==> src/rtl/token_stream_fifo_if.sv <==
// token_stream_fifo_if: valid/ready token handshake bundle.
// master drives data/valid, slave drives ready.
interface token_stream_fifo_if #(
  parameter int WIDTH = 17
);
  logic [WIDTH-1:0] data;
  logic             valid;
  logic             ready;

  modport master (
    output data,
    output valid,
    input  ready
  );

  modport slave (
    input  data,
    input  valid,
    output ready
  );
endinterface

==> src/rtl/token_stream_fifo.sv <==
// token_stream_fifo: first-word-fall-through token FIFO that closes on a done token.
// Pop statistics are compiled in by defining TOKEN_STREAM_FIFO_STATS_EN.
module token_stream_fifo #(
  parameter int DEPTH = 4,
  parameter int WIDTH = 17
) (
  input  logic                clk,
  input  logic                rst,
  input  logic                clk_en,
  token_stream_fifo_if.slave  up,
  token_stream_fifo_if.master dn,
  output logic                done,
  output logic [15:0]         data_count,
  output logic [15:0]         stop_count
);

  localparam int AW = (DEPTH > 1) ? $clog2(DEPTH) : 1;
  localparam logic [AW:0] CAP = (AW+1)'(DEPTH);

  typedef enum logic [1:0] {
    IDLE,
    STREAM,
    DRAIN,
    DONE
  } state_t;

  state_t state;
  state_t state_nx;

  logic [WIDTH-1:0] mem [DEPTH];
  logic [AW-1:0]    wr_ptr;
  logic [AW-1:0]    rd_ptr;
  logic [AW:0]      count;

  logic open;
  logic push;
  logic pop;
  logic in_done;
  logic head_done;

  function automatic logic is_done(input logic [WIDTH-1:0] t);
    return t[WIDTH-1] & (t[9:8] == 2'b01);
  endfunction

  // in_ready depends only on registered state, never on out_ready
  assign open     = (state == IDLE) | (state == STREAM);
  assign up.ready = open & (count < CAP) & ~rst;

  assign dn.valid = (count != '0) & (state != DONE);
  assign dn.data  = mem[rd_ptr];

  assign push = clk_en & up.valid & up.ready;
  assign pop  = clk_en & dn.valid & dn.ready;

  assign in_done   = is_done(up.data);
  assign head_done = is_done(dn.data);

  assign done = (state == DONE);

  always_ff @(posedge clk) begin
    if (rst) begin
      state <= IDLE;
    end else if (clk_en) begin
      state <= state_nx;
    end
  end

  always_comb begin
    state_nx = state;
    unique case (state)
      IDLE: begin
        if (push) begin
          state_nx = in_done ? DRAIN : STREAM;
        end
      end
      STREAM: begin
        if (push && in_done) begin
          state_nx = DRAIN;
        end
      end
      DRAIN: begin
        // done is the last token queued, so its pop empties the FIFO
        if (pop && head_done) begin
          state_nx = DONE;
        end
      end
      DONE: begin
        state_nx = DONE;
      end
      default: begin
        state_nx = IDLE;
      end
    endcase
  end

  always_ff @(posedge clk) begin
    if (rst) begin
      wr_ptr <= '0;
      rd_ptr <= '0;
      count  <= '0;
    end else begin
      if (push) begin
        wr_ptr <= wr_ptr + AW'(1);
      end
      if (pop) begin
        rd_ptr <= rd_ptr + AW'(1);
      end
      unique case ({push, pop})
        2'b10:   count <= count + (AW+1)'(1);
        2'b01:   count <= count - (AW+1)'(1);
        default: count <= count;
      endcase
    end
  end

  // storage is cleared only through the pointers
  always_ff @(posedge clk) begin
    if (push) begin
      mem[wr_ptr] <= up.data;
    end
  end

`ifdef TOKEN_STREAM_FIFO_STATS_EN
  logic head_data;
  logic head_stop;

  assign head_data = ~dn.data[WIDTH-1];
  assign head_stop = dn.data[WIDTH-1] & (dn.data[9:8] == 2'b00);

  always_ff @(posedge clk) begin
    if (rst) begin
      data_count <= '0;
      stop_count <= '0;
    end else if (pop) begin
      if (head_data && data_count != 16'hFFFF) begin
        data_count <= data_count + 16'd1;
      end
      if (head_stop && stop_count != 16'hFFFF) begin
        stop_count <= stop_count + 16'd1;
      end
    end
  end
`else
  assign data_count = '0;
  assign stop_count = '0;
`endif

endmodule

==> src/flat_wrapper.sv <==
// flat-port wrapper written by rule: the top's interface ports become plain ports
module token_stream_fifo_flat 
#(
  parameter int DEPTH = 4,
  parameter int WIDTH = 17
)
  (clk, rst, clk_en, done, data_count, stop_count, up_data, up_valid, up_ready, dn_data, dn_valid, dn_ready);
  token_stream_fifo_if #(.WIDTH(WIDTH)) up_i ();
  token_stream_fifo_if #(.WIDTH(WIDTH)) dn_i ();
  input  logic clk;
  input  logic rst;
  input  logic clk_en;
  output logic done;
  output logic [15:0] data_count;
  output logic [15:0] stop_count;
  input wire logic [$bits(up_i.data)-1:0] up_data;
  input wire logic [$bits(up_i.valid)-1:0] up_valid;
  output wire logic [$bits(up_i.ready)-1:0] up_ready;
  output wire logic [$bits(dn_i.data)-1:0] dn_data;
  output wire logic [$bits(dn_i.valid)-1:0] dn_valid;
  input wire logic [$bits(dn_i.ready)-1:0] dn_ready;
  assign up_i.data = up_data;
  assign up_i.valid = up_valid;
  assign up_ready = up_i.ready;
  assign dn_data = dn_i.data;
  assign dn_valid = dn_i.valid;
  assign dn_i.ready = dn_ready;
  token_stream_fifo #(.DEPTH(DEPTH), .WIDTH(WIDTH)) u_core (.clk(clk), .rst(rst), .clk_en(clk_en), .up(up_i), .dn(dn_i), .done(done), .data_count(data_count), .stop_count(stop_count));
endmodule
==> config.mk <==
export PLATFORM = sky130hd
export DESIGN_NAME = token_stream_fifo_flat
export DESIGN_NICKNAME = d
export VERILOG_FILES = /design/src/rtl/token_stream_fifo_if.sv /design/src/rtl/token_stream_fifo.sv /design/src/flat_wrapper.sv
export SDC_FILE = /design/constraint.sdc
export NUM_CORES = 1
export LEC_CHECK = 0
export CORE_MARGIN = 2
export CORE_UTILIZATION = 56
export CTS_BUF_LIST = sky130_fd_sc_hd__clkbuf_4 sky130_fd_sc_hd__clkbuf_8
export CTS_CLUSTER_DIAMETER = 80
export DETAILED_ROUTE_END_ITERATION = 10
export PLACE_DENSITY_LB_ADDON = 0.15
export SETUP_SLACK_MARGIN = 0.15
export SYNTH_ARGS = -nofsm -noshare
export SYNTH_HDL_FRONTEND = slang
export SYNTH_SLANG_ARGS = --single-unit
==> constraint.sdc <==
create_clock -name clk -period 6.25 [get_ports clk]
set_input_delay 0.625 -clock clk [delete_from_list [all_inputs] [get_ports clk]]
set_output_delay 0.625 -clock clk [all_outputs]
set_load 0.005 [all_outputs]
==> impl_metrics.toml <==
[worst_setup_path]
rr_endpoint = "u_core.count[2]$_SDFFE_PP0P_"
worstPathMaxFanout = 11
crit_top_cell = "inv_1"
crit_slowest_cell = "clkdlybuf4s50_1"
slowest_delay_ns = 0.70
end_kind = "register"
critPathArrivalTime_ns = 3.08
cp.required_ns = 6.52
critical_path_class = "input pin to register"
rr_startpoint = "u_core.state[1]$_SDFFE_PP0P_"
crit_chain = "clkdlybuf4s50_1 > nor3_1 > and3_1 > inv_1 > ha_1 > inv_1 > fa_1 > xor2_1 > or3_1 > a21oi_1"
rrSetupSlack_ns = 4.00
reg2reg_depth = 8
cp-start-kind = "input pin"

[pwr]
total_leakage_power_nw = 1.291
p_per_area_nw_per_um2 = 259.7
p_total_uw = 992.9
vdd_drop_max_v = 0.0002135

[drt]
antenna_left = 0
initialDrtViolationCount = 71
via_count = 1563
wl_per_cell_um = 16.85
drt-total-wl_um = 5206
viasPerCell = 5.058
drc_errors = 0
firstDrtPassIters = 4

[placement]
port_buffers = 41
placed_cell_area_um2 = 3646
placedCellCount = 293
gp_congestion = 0.7700
hpwlAfterDp_um = 3491
dp_slack_ns = 3.111

[clock_tree]
htreeDepth = 3
cts_tree = "yes"
ctsResizeCount = 0
root_buffer = "clkbuf_8"
clockBufferDepth = 2
clock_sinks = 79
postCtsHoldBufs = 0
cts_buffers = 9
post_cts_buffers = 0
clock_latency_ns = 0.35
path_clk_slew_ns = 0.08

[floorplan]
die_y_um = 80.70
num_rows = 27
floorplan.initialDensity_pct = 58.75
core_region_area_um2 = 5608
dieArea_um2 = 6512
fp.dieW_um = 80.70
pin_count = 74

[hold_path]
hold_end = "u_core.state[0]$_SDFFE_PP0P_"
hold_depth = 2
hold_path.class = "register to register"
hold_start = "u_core.state[0]$_SDFFE_PP0P_"

[synthesis]
ys_warn_count = 0
synth_seq_cells = 79
ys_types = 30
syn-mean-instance-area_um2 = 17.71
synth_top_cell_by_area = "edfxtp_1"
synth_top_area_share_pct = 61.98
syn_inst = 186
ys_seq_area_share_pct = 68.67
synth_area_um2 = 3294
synth.area.top_cells = "edfxtp_1, mux4_2, buf_4, dfxtp_1, ha_1"

[timing]
hold_viol_final = 0
maxSlewHeadroom_pct = 40.26
period_share_pct = 44.92
grt_setup_unrepaired = "no"
fmax_ghz = 0.3562
whs_ns = 0.4863
fin_tns_setup_ns = 0
worst_clock_skew_ns = 0.009274
slew_viol_final = 0
setup_ws_ns = 3.443
worstMarginPinSlew_ns = 0.8962
finalSetupViolCount = 0
fin_crit_ns = 2.807

[global_route]
grt-busiest-layer = "met2"
grt_max_degree = 18
track_usage_pct = 17.47
use_met1_pct = 22.28
overflow = 0
first_global_vias = 1628
grt_pass1_wl_um = 8017
met3_usage_pct = 5.169
antenna_found_initial = 0
use_met2_pct = 28.33

[layout]
area_growth_pct = 16.07
nFillCells = 392
antenna_cells = 0
utilization_pct = 68.18
stdcell_count = 309
finalNetCount = 260
post-route-cell-area_um2 = 3824
drive_above_1_share_pct = 15.61

[flow_run]
drv_cap = 0

[status]
status = "complete, no violations"
-- area by class of cell --
cell class,instances,area [um^2],share of cell area (%)
clock inverters,6,46.29,1.211
multi-input cells,93,849.6,22.22
clock buffers,10,131.4,3.436
repair buffers,42,417.9,10.93
flip-flops and latches,79,2262,59.16
inverters,7,26.28,0.6872
well taps,72,90.09,2.356
-- cells in the mapped netlist (all sizes together) --
master,count
a41oi,1
mux2i,1
fa,1
ha,5
a41o,1
or3,1
clkbuf,2
a21oi,2
o21ai,2
nor4b,1
xor2,2
edfxtp,68
inv,7
and3,1
nor2b,2
nand2,1
buf,36
mux4,17
nor3,3
nand4b,1
xnor2,3
dfxtp,11
and2,5
a221oi,1
conb,1
nor2,10
-- kinds of logic (layout without fill, tap and decap cells) --
family | after synthesis | count (layout) | share of synthesized area [%]
flip-flops | 79 | 79 | 68.67
buffers and inverters | 45 | 65 | 9.077
adder cells (fa/ha/maj) | 6 | 6 | 2.507
other | 1 | 32 | 0.1138
AO/OA/AOI/OAI | 7 | 7 | 1.633
XOR/XNOR | 5 | 5 | 1.330
AND/OR/NAND/NOR | 25 | 25 | 4.748
multiplexers | 18 | 18 | 11.93
-- report_power, final --
part	internal [mW]	switching [mW]	leakage, nW
clock network	0.150	0.184	0.0863
registers	0.579	0.00348	0.703
logic	0.0410	0.0343	0.501
total	0.771	0.222	1.29
-- placed cells by master, fill, tap and decap left out, types with 5 or more instances in the layout --
cell type	count
ha_1	5
clkbuf_8	9
conb_1	32
mux4_2	17
edfxtp_1	68
clkdlybuf4s50_1	41
inv_1	7
dfxtp_1	11
nor2_1	10
and2_1	5
-- worst max path at each step --
stage                   from                      endpoint  slack, ns  cells after the start
detailed placement       rst  u_core.count[2]$_SDFFE_PP0P_       3.11                     10
global route             rst  u_core.count[2]$_SDFFE_PP0P_       3.27                     10
floorplan                rst  u_core.count[2]$_SDFFE_PP0P_       4.00                     10
finish                   rst  u_core.count[2]$_SDFFE_PP0P_       3.44                     10
CTS                 register                   dn_data[16]       3.41                      2
global placement         rst  u_core.count[2]$_SDFFE_PP0P_       3.25                     10
-- sequential cells by signal, summed over array words and instances, names as in the netlist, named ones only --
signal,cells
u_core.mem,68
u_core.count,3
u_core.rd_ptr,2
u_core.state,2
u_core.wr_ptr,2
-- layer usage --
| layer | wire, um | share of wire, % |
|---|---|---|
| met3 | 238 | 4.6 |
| met4 | 62 | 1.2 |
| met1 | 2227 | 43 |
| met2 | 2678 | 51 |
| met5 | 0 | 0 |
-- critical path: cells and delay by family --
kind | cells | cell delay [ns]
AND/OR/NAND/NOR | 3 | 0.74
XOR/XNOR | 1 | 0.16
AO/OA/AOI/OAI | 1 | 0.15
adder cells (fa/ha/maj) | 2 | 0.55
buffers and inverters | 3 | 0.85
Note: power is estimated with default switching activity, not from simulation.
==> edit 1 (same settings) <==
Re-encode `state_t` (4 states) as one-hot, 4 bits wide.
--- a/src/rtl/token_stream_fifo.sv
+++ b/src/rtl/token_stream_fifo.sv
@@ -17,11 +17,11 @@
   localparam int AW = (DEPTH > 1) ? $clog2(DEPTH) : 1;
   localparam logic [AW:0] CAP = (AW+1)'(DEPTH);
 
-  typedef enum logic [1:0] {
-    IDLE,
-    STREAM,
-    DRAIN,
-    DONE
+  typedef enum logic [3:0] {
+    IDLE   = 4'b0001,
+    STREAM = 4'b0010,
+    DRAIN  = 4'b0100,
+    DONE   = 4'b1000
   } state_t;
 
   state_t state;
Behaviour: no difference found for any inputs over 4 cycles, from zero or initial values and one cycle with rst high; so few cycles prove little.
==> edit 1 against the unedited design <==
  * Hold slack better by 0.039 ns
  * Area after synthesis rose by 7.0%
  * Die area rose by 6.6%
  * Final area increased by 5.7%
  * Maximum frequency down 12%
  * Sequential cell count is 2 higher
  * First-iteration DRC count up 96%
  * Synthesized cell count grew 15%
  * Count of clock-buffer cells in the layout decreased by 1
  * Setup slack got worse by 0.40 ns
  * Wire length is 5.5% higher
Power is not compared: it rests on default switching activity, and its combinational part moved more than twofold at a synthesized area within 25%.
==> edit 1: results (changes against the unedited design) <==
metric	value	unit	change
number of enable-type register cells in the synthesized netlist	68		unchanged
CTS Buf Count	9		unchanged
Detailed Place HPWL	3660	µm	+4.9%
Max FO, Critical Path	17		+6
post-CTS sizing	0		unchanged
number of unique standard cell types used by synthesis	42		+40%
wire length of the first global-routing pass	8900	µm	+11%
Final nets	287		+10%
Min-Delay Path Class	reg2reg		
cell with the most instances after synthesis	edfxtp_1		
Yosys top cell area share	0.580		-0.0403
total wirelength of the detailed-routed design	5490	µm	+5.5%
register area share after synthesis	0.653		-0.0333
fill cell total of the finished layout	404		+3.1%
result of the run	finished clean		
CTS Root Cell	clkbuf_8		
most area-consuming cells after synthesis	edfxtp_1 (58%), mux4_2 (8.3%), dfxtp_1 (7.4%)		
Via density	5.32		+5.2%
Post-Route Skew	0.0105	ns	+0.00121 ns
Commonest cells post-synth	edfxtp_1 (68), buf_4 (32), dfxtp_1 (13), mux4_2 (13), nor2_1 (10)		
Iteration-0 DRC Markers	139		+96%
synthesized area per cell	16.5	µm²	-7.0%
GRT Total Usage	0.168		-0.00713
transition time at the pin with the least slew margin	1.12	ns	+0.222 ns
leakage component of the power	1.36	nW	
final std cells w/o fill	339		+9.7%
Final setup viols	0		unchanged
combinational-cell power consumption	0.170	mW	
layout cell share with drive strength beyond 1	0.136		-0.0198
initial antenna violation count	0		unchanged
placed cells	323		+10%
weighted congestion reported at the end of routability-driven placement	0.921		+20%
post-synthesis async set-or-reset flop share	0		unchanged
crit path DAT	2.58	ns	-0.50 ns
largest registers	u_core.mem x68, u_core.state x4, u_core.count x3		
number of global-route vias before repair	1737		+6.7%
## edit 1: per-stage QoR
step	instance area, µm²	hold WS (ns)	util	setup slack [ns]	power [mW]
global route	4040	0.566	0.675	2.86	1.18
floorplan	3640	0.475	-	3.80	0.759
global placement	3870	0.497	0.646	2.80	0.812
detailed placement	3870	0.516	0.646	2.76	0.815
CTS	4040	0.535	0.675	2.96	1.14
finish	4040	0.525	0.675	3.05	1.13
## edit 1: logic make-up (layout without fill, tap and decap cells)
group | Yosys count | count (layout) | synth area share
simple gates | 34 | 34 | 0.0600
flops | 81 | 81 | 0.653
other cells | 1 | 32 | 0.00106
xor+xnor | 6 | 6 | 0.0149
buf+inv | 46 | 65 | 0.0856
compound gates | 22 | 22 | 0.0458
mux | 18 | 18 | 0.116
fa+ha+maj | 6 | 6 | 0.0234
## edit 1: metal layers
metal / part of all wire / track usage
met5: 0 / 0
met4: 0.013 / 0.0492
met3: 0.075 / 0.0537
met2: 0.47 / 0.258
met1: 0.44 / 0.231
## edit 1: final cells by class
cell class,instances,area [µm²],area share
flip-flops and latches,81,2300,0.569
multi-input cells,118,1040,0.256
repair buffers,41,410,0.102
clock buffers,9,124,0.0306
well taps,75,93.8,0.0232
clock inverters,7,46.3,0.0115
inverters,8,30.0,0.00743
## edit 1: worst max-delay path, cell delays in order (launching register included)
cell             delay [ns]
dfxtp_1                1.07
mux4_1                 0.69
clkdlybuf4s50_1        0.48
## edit 1: worst paths after layout
path	start	endpoint	slack [ns]	depth (start not counted)
worst min-delay path	u_core.count[1]	u_core.count[1]	0.53	2
worst max-delay path	flip-flop	dn_data[4]	3.05	2
worst min register to register	u_core.count[1]	u_core.count[1]	0.53	2
worst max register to register	u_core.state[0]	u_core.count[2]	3.68	8
==> edit 2 (same settings) <==
Made on the original files. Build with the macro `TOKEN_STREAM_FIFO_STATS_EN` defined.
--- a/src/rtl/token_stream_fifo.sv
+++ b/src/rtl/token_stream_fifo.sv
@@ -1,5 +1,7 @@
 // token_stream_fifo: first-word-fall-through token FIFO that closes on a done token.
 // Pop statistics are compiled in by defining TOKEN_STREAM_FIFO_STATS_EN.
+`define TOKEN_STREAM_FIFO_STATS_EN
+
 module token_stream_fifo #(
   parameter int DEPTH = 4,
   parameter int WIDTH = 17
Behaviour: not the same (Yosys sat finds a counterexample within 4 cycles, from zero or initial values and one cycle with rst high).
==> edit 2 against the unedited design <==
  * Global-route usage rose by 2.4 points
  * Setup slack got worse by 0.32 ns
  * Area after synthesis is 41% higher
  * Hold slack gained 0.025 ns
  * Non-clock buffer count is 33 higher
  * Sequential cell count up 32
  * Power rose by 29%
  * Final area is 47% higher
  * Wire length is 64% higher
  * Sequential share of layout area fell by 7.6 points
  * First-iteration DRC count decreased by 4.2%
==> edit 2: results (changes against the unedited design) <==
metric	value	unit	change
result of the run	finished clean		
first-pass detailed-route iteration total	4		unchanged
weighted congestion reported at the end of routability-driven placement	0.851		+11%
worst IR drop on VDD	0.166	mV	-22%
post-synthesis async set-or-reset flop share	0		unchanged
CTS Buf Count	9		unchanged
pre-CTS setup slack	2.95	ns	-0.162 ns
Slowest-stage cell, CP	dfxtp_1		
Slowest Stage Delay on Critical Path	0.86	ns	+0.16 ns
number of unique standard cell types used by synthesis	45		+50%
insertion delay to the later sink of the worst-skew pair	0.38	ns	+0.03 ns
number of buffers inserted to repair setup after CTS	0		unchanged
Max Root-Sink Buffers	2		unchanged
Min-Delay Path Class	reg2reg		
leakage component of the power	1.74	nW	+35%
Via density	5.73		+13%
clock slew at the register clock pins of the worst setup and hold paths	0.11	ns	+0.03 ns
Detailed Place HPWL	5670	µm	+62%
most area-consuming cells after synthesis	edfxtp_1 (44%), dfxtp_1 (19%), mux4_2 (6.8%)		
Max FO, Critical Path	20		+9
total of buffers placed on input and output ports	73		+78%
number of global-route vias before repair	2795		+72%
GRT Total Usage	0.199		+0.0242
Synth Net Count	374		
Syn. warnings	0		unchanged
largest registers	u_core.mem x68, u_core.data_count x16, u_core.stop_count x16		
Post-Route Skew	0.0115	ns	+0.00227 ns
H-tree levels	3		unchanged
Commonest cells post-synth	edfxtp_1 (68), dfxtp_1 (43), nor2_1 (29)		
post-CTS sizing	0		unchanged
initial antenna violation count	0		unchanged
layout cell share with drive strength beyond 1	0.0883		-0.0678
number of enable-type register cells in the synthesized netlist	68		unchanged
CTS Root Cell	clkbuf_8		
Iteration-0 DRC Markers	68		-4.2%
transition time at the pin with the least slew margin	1.06	ns	+0.165 ns
wire length of the first global-routing pass	13600	µm	+69%
Final nets	444		+71%
average routed wire per standard cell	16.3	µm	-3.1%
placed cells	508		+73%
largest net degree at the start of global routing	46		+28
antenna fix cells	0		unchanged
crit path DAT	3.44	ns	+0.36 ns
synthesized area per cell	13.5	µm²	-24%
vias after detailed routing	3005		+92%
cell family with the largest share of critical-path delay	simple AND/OR/NAND/NOR gates		
register area share after synthesis	0.626		-0.0610
[edit 2: changes by cell type in the layout (fill, tap and decap cells not counted), moves of 11 or more]
cell	delta
dfxtp_1	+32
or4_1	+13
nand3_1	+15
nor2_1	+19
o31ai_1	+11
a21oi_1	+19
conb_1	-32
clkdlybuf4s50_1	+32
[edit 2: report_power, final]
part           switching, mW  internal (mW)
Clock                  0.259          0.157
Combinational         0.0337         0.0421
Sequential           0.00387          0.783
Total                  0.297          0.982
[edit 2: path summary, 6_finish.rpt]
path	from	to	slack, ns	cells after the start
worst min register to register	u_core.state[1]	u_core.state[0]	0.51	2
worst max register to register	flip-flop	u_core.stop_count[7]	3.12	5
worst max-delay path	flip-flop	u_core.stop_count[7]	3.12	5
worst min-delay path	u_core.state[1]	u_core.state[0]	0.51	2
[edit 2: through the flow]
stage | hold WS, ns | power [mW] | area [µm²]
detailed placement | 0.497 | 0.881 | 5440
finish | 0.511 | 1.28 | 5630
global placement | 0.488 | 0.879 | 5440
global route | 0.530 | 1.33 | 5630
floorplan | 0.466 | 0.839 | 4640
CTS | 0.513 | 1.29 | 5630
[edit 2: cell type report]
class	instances	area (µm²)
sequential	111	2900
tap	105	131
inverter	8	30.0
multi-input combinational	209	1630
fill	583	2510
clock buffer	9	124
timing repair buffer	75	746
clock inverter	7	65.1
[edit 2: cells by family (layout without fill, tap and decap cells)]
group	count (synthesis)	count (layout)	share of synthesized area
xor gates and xnor gates	16	16	0.0302
and+or+nand+nor	120	120	0.148
AOI/OAI and AO/OA	46	46	0.0604
adders and majority gates	8	8	0.0232
buffers and inverters	24	99	0.0235
muxes	19	19	0.0893
DFF	111	111	0.626
[edit 2: per-layer routing]
| metal | track usage | up-vias | part of all wire |
|---|---|---|---|
| li1 | - | 1463 | - |
| met1 | 0.259 | 1468 | 0.44 |
| met2 | 0.330 | 68 | 0.51 |
| met3 | 0.0545 | 6 | 0.043 |
| met4 | 0.0568 | 0 | 0.0067 |
| met5 | 0 | - | 0 |
[edit 2: worst reg2reg max path, cell delays in order, from the launching register on]
cell,delay (ns)
dfxtp_1,0.86
mux4_2,0.43
nor4_1,0.42
nand3b_1,0.59
or4_1,0.65
a21oi_1,0.14
